**src/rtl/data_unpacker.sv**
```systemverilog
// Splits a block of four 64-bit words into eight 32-bit words and streams them
// out over a valid/ready handshake, restoring the pre-packing word order.
module data_unpacker #(
  parameter bit HI_FIRST = 1'b1
) (
  input  logic        CLK,
  input  logic        nRST,
  input  logic        LOAD,
  input  logic [63:0] DIN [3:0],
  output logic        BUSY,
  output logic [31:0] DOUT,
  output logic        DVALID,
  input  logic        DREADY,
  output logic [2:0]  IDX,
  output logic        UNPK_END
);

  typedef enum logic [0:0] {StIdle, StSend} state_e;

  state_e      state_q, state_d;
  logic [63:0] hold_q [3:0];
  logic [63:0] hold_d [3:0];
  logic [2:0]  cnt_q, cnt_d;
  logic [31:0] dout_q, dout_d;
  logic        dvalid_q, dvalid_d;
  logic        busy_q, busy_d;
  logic        end_q, end_d;

  // Word k lives in 64-bit word k>>1; k[0] picks the half, order set by HI_FIRST.
  function automatic logic [31:0] sel_half(input logic [63:0] w, input logic odd);
    logic hi;
    hi = HI_FIRST ? ~odd : odd;
    return hi ? w[63:32] : w[31:0];
  endfunction

  always_comb begin
    state_d  = state_q;
    hold_d   = hold_q;
    cnt_d    = cnt_q;
    dout_d   = dout_q;
    dvalid_d = dvalid_q;
    busy_d   = busy_q;
    end_d    = 1'b0;
    unique case (state_q)
      StIdle: begin
        if (LOAD) begin
          hold_d   = DIN;
          cnt_d    = 3'd0;
          dout_d   = sel_half(DIN[0], 1'b0);
          dvalid_d = 1'b1;
          busy_d   = 1'b1;
          state_d  = StSend;
        end
      end
      StSend: begin
        if (DREADY) begin
          if (cnt_q == 3'd7) begin
            cnt_d    = 3'd0;
            dvalid_d = 1'b0;
            busy_d   = 1'b0;
            end_d    = 1'b1;
            state_d  = StIdle;
          end else begin
            cnt_d  = cnt_q + 3'd1;
            dout_d = sel_half(hold_q[cnt_d[2:1]], cnt_d[0]);
          end
        end
      end
      default: state_d = StIdle;
    endcase
  end

  always_ff @(posedge CLK) begin
    if (!nRST) begin
      state_q  <= StIdle;
      hold_q   <= '{default: '0};
      cnt_q    <= 3'd0;
      dout_q   <= 32'h0;
      dvalid_q <= 1'b0;
      busy_q   <= 1'b0;
      end_q    <= 1'b0;
    end else begin
      state_q  <= state_d;
      hold_q   <= hold_d;
      cnt_q    <= cnt_d;
      dout_q   <= dout_d;
      dvalid_q <= dvalid_d;
      busy_q   <= busy_d;
      end_q    <= end_d;
    end
  end

  assign BUSY     = busy_q;
  assign DOUT     = dout_q;
  assign DVALID   = dvalid_q;
  assign IDX      = cnt_q;
  assign UNPK_END = end_q;

endmodule

```
**config.mk**
```make
export PLATFORM = sky130hd
export DESIGN_NAME = data_unpacker
export DESIGN_NICKNAME = d
export VERILOG_FILES = /design/src/rtl/data_unpacker.sv
export SDC_FILE = /design/constraint.sdc
export NUM_CORES = 1
export LEC_CHECK = 0
export CAP_MARGIN = 15
export CELL_PAD_IN_SITES_DETAIL_PLACEMENT = 0
export CELL_PAD_IN_SITES_GLOBAL_PLACEMENT = 1
export CORE_AREA = 2 2 161 163
export CTS_CLUSTER_SIZE = 16
export DETAILED_ROUTE_END_ITERATION = 10
export DIE_AREA = 0 0 163 165
export DONT_BUFFER_PORTS = 1
export PLACE_DENSITY_LB_ADDON = 0.1
export SKIP_LAST_GASP = 1
export SYNTH_ARGS = -nofsm -noshare
export SYNTH_HDL_FRONTEND = slang
export SYNTH_SLANG_ARGS = --single-unit
```
**constraint.sdc**
```tcl
create_clock -name CLK -period 4.4 [get_ports CLK]
set_clock_uncertainty 0.1 [all_clocks]
set_input_delay 0.88 -clock CLK [delete_from_list [all_inputs] [get_ports CLK]]
set_output_delay 0.88 -clock CLK [all_outputs]
set_load 0.005 [all_outputs]
```
==> out/qor.yml <==
synth:
  yosysWarnings: 0
  syn_inst: 1404
  syn_area_um2: 12300
  yosysSeqAreaShare_pct: 47.7
  synthAdderAreaFrac_pct: 0.203
  synth_seq_cells: 294
  syn-num-nets: 1666
  synth_top_area_share_pct: 47.7
  synth.distinct_cells: 27
  synth_area_leaders: "dfxtp_1 48%, nand2_1 17%, mux4_2 12%, a21oi_1 11%, mux2i_1 2.6%"
  synth_mux_area_share_pct: 14.4
  postSynthAreaPerCell_um2: 8.78
  synth_enable_flop_cells: 0
  synth_top_family_by_area: "simple AND/OR/NAND/NOR gates"
  yosysTopAreaCell: "dfxtp_1"
  ys_async_sr_fraction_pct: 0
  yosys.area_share.simple_pct: 19.4
  synth-xor-area-share_pct: 0
  synth_ff_type: "dfxtp_1"
  synth_compound_gate_area_share_pct: 13.0
run:
  cap_violations: 0
worst_setup_path:
  cp_common_cell: "ha_4"
  r2r-start: "IDX[1]"
  criticalPathCategory: "reg -> reg"
  slowest_delay_ns: 0.74
  end_kind: "flip-flop"
  crit_path_end: "DOUT[12]"
  arrival_ns: 3.01
  ff2ff_path_depth: 6
  setup.worst_path.start: "IDX[1]"
  cp_max_fo: 36
  cp_slowest_cell: "ha_4"
  crit_chain: "ha_4, ha_4, buf_12, mux4_2, mux2i_1, o221ai_1"
  r2r_setup_slack_ns: 1.68
  required_ns: 4.69
  reg2reg_to: "DOUT[12]"
  critPathLaunchType: "flip-flop"
run_status:
  outcome: "complete, no violations"
global_routing:
  met2_usage_pct: 42.0
  grt_pass1_vias: 9236
  use_met1_pct: 28.8
  gr-total-overflow: 0
  antenna_found_initial: 0
  met3_usage_pct: 7.94
  grt_start_max_net_pins: 259
  track_usage_pct: 24.5
  grt_pass1_wl_um: 51100
  grt_busiest_layer: "met2"
timing:
  slew_viol_final: 0
  final.period_utilization_pct: 61.8
  setup_viol: 0
  setup_ws_ns: 1.68
  setup_tns_ns: 0
  relSlewSlack_pct: 27.4
  worst_pin_slew_ns: 1.09
  clock.fmax_mhz: 368
  finalHoldViolCount: 0
  rsz0062_at_grt: "no"
  final.min_clock_period_ns: 2.72
clocking:
  insertion_delay_ns: 0.56
  postCtsSetupBuffers: 0
  cts_inserted_buffers: 31
  cts_hold_buf: 0
  cts.repair.resized: 0
  path_clk_slew_ns: 0.06
  clock-sinks: 294
  clk_path_buf_depth: 3
  ctsRootBufferMaster: "clkbuf_16"
  cts-htree-levels: 1
  cts_tree: "yes"
pwr:
  ir_worst_vdd_v: 0.000316
  p_leak_nw: 4.60
  p_total_mw: 5.98
  power_density_nw_per_um2: 449
placed_design:
  hpwlAfterDp_um: 21900
  globalplace.congestion: 0.766
  pre_cts_ws_ns: 1.65
  dp.cells: 1619
  port_buffers: 0
floorplanning:
  io-pin-count: 298
  num_rows: 58
  fp.dieH_um: 165
  start_util_pct: 49.2
  die_w_um: 163
  core_um2: 25000
  fp.dieArea_um2: 26900
final_layout:
  seqCellArea_um2: 5890
  n_antenna_cell: 0
  syn_to_final_growth_pct: 8.02
  multi_input_area_um2: 5840
  drive_gt1_share_pct: 10.1
  nFillCells: 2442
  fin_cells: 1676
  final_nets: 1584
drt:
  wl_um: 33700
  viasPerCell: 5.68
  vias: 9523
  drtIter0Drc: 744
  drtPass1Iterations: 5
  avgRoutedWirePerCell_um: 20.1
  drcViolationCount: 0
  drtAntennaViolNets: 0
min_path:
  hold_path.class: "in -> reg"
  hp-start: "DIN[148]"
-- power by group --
| part | leakage, nW | switching [mW] | internal (mW) |
|---|---|---|---|
| clock network | 0.506 | 1.06 | 1.49 |
| logic | 1.68 | 0.323 | 0.208 |
| registers | 2.41 | 0.0880 | 2.82 |
-- worst min path at each step --
| stage | to | slack [ns] | cells after the start |
|---|---|---|---|
| floorplan | hold_q[100] | 0.33 | 2 |
| global placement | hold_q[197] | 0.34 | 2 |
| detailed placement | hold_q[144] | 0.34 | 2 |
| CTS | hold_q[215] | 0.33 | 2 |
| global route | hold_q[116] | 0.33 | 2 |
| finish | hold_q[148] | 0.35 | 2 |
-- cell type report --
| type | count | area share [%] |
|---|---|---|
| repair buffers | 12 | 1.15 |
| clock buffers | 48 | 7.21 |
| clock inverters | 9 | 0.385 |
| flip-flops and latches | 294 | 44.2 |
| inverters | 2 | 0.113 |
| well taps | 330 | 3.10 |
| multi-input cells | 981 | 43.8 |
-- registers in the layout (all words and copies together), names as in the netlist --
signal,flops
BUSY,1
DOUT,32
IDX,3
UNPK_END,1
hold_q,256
state_q,1
-- synthesized netlist by cell type (2+ instances only) --
cell type and n:
buf_2 62, o221ai_1 32, nand4b_1 33, buf_6 4
nand2_1 545, a21oi_1 259, mux2i_1 32, nand3_1 2
nor2_1 2, buf_12 3, ha_1 2, buf_4 4
clkbuf_1 54, dfxtp_1 294, mux4_2 64
-- stage by stage --
| step | hold WS [ns] | utilization [%] | instance area (um^2) |
|---|---|---|---|
| after floorplan | 0.333 | - | 12300 |
| after global placement | 0.338 | 49.2 | 12300 |
| after detailed placement | 0.344 | 49.2 | 12300 |
| after CTS | 0.332 | 53.2 | 13300 |
| after global routing | 0.331 | 53.2 | 13300 |
| final | 0.347 | 53.2 | 13300 |
-- cells by family (layout without fill, tap and decap cells) --
logic type	count (synthesis)	count (layout)
fa+ha+maj	2	2
buf+inv	129	71
flops	294	294
mux	97	97
simple gates	587	587
compound gates	295	295
-- routing by layer --
layer,wire (um),part of all wire (%)
met1,13200,39
met2,16300,48
met3,2980,8.8
met4,1310,3.9
met5,0,0
-- worst max-delay path: cells and delay by family, from the launching register on --
family | cells | cell delay, ns
fa+ha+maj | 2 | 0.92
mux | 2 | 0.67
flops | 1 | 0.35
buf+inv | 1 | 0.32
compound gates | 1 | 0.13
-- cell usage in the layout, fill, tap and decap left out --
cell type	n
mux2i_1	32
a21oi_1	259
nand2b_4	1
and4b_1	1
o221ai_1	32
nand3_1	2
inv_1	1
a211oi_1	1
o21ai_0	1
clkinvlp_4	1
ha_4	2
nor2_1	2
mux2_2	1
o211a_1	1
nand2_1	545
clkbuf_16	31
inv_6	1
mux4_2	64
buf_12	5
dfxtp_2	1
nand4b_1	33
inv_8	1
clkbuf_1	5
clkbuf_8	12
nor3_1	1
o21ai_4	1
dfxtp_1	293
nor2b_4	1
buf_4	7
clkinv_2	7
and2_1	1
Power figures use the tool's default switching activity.
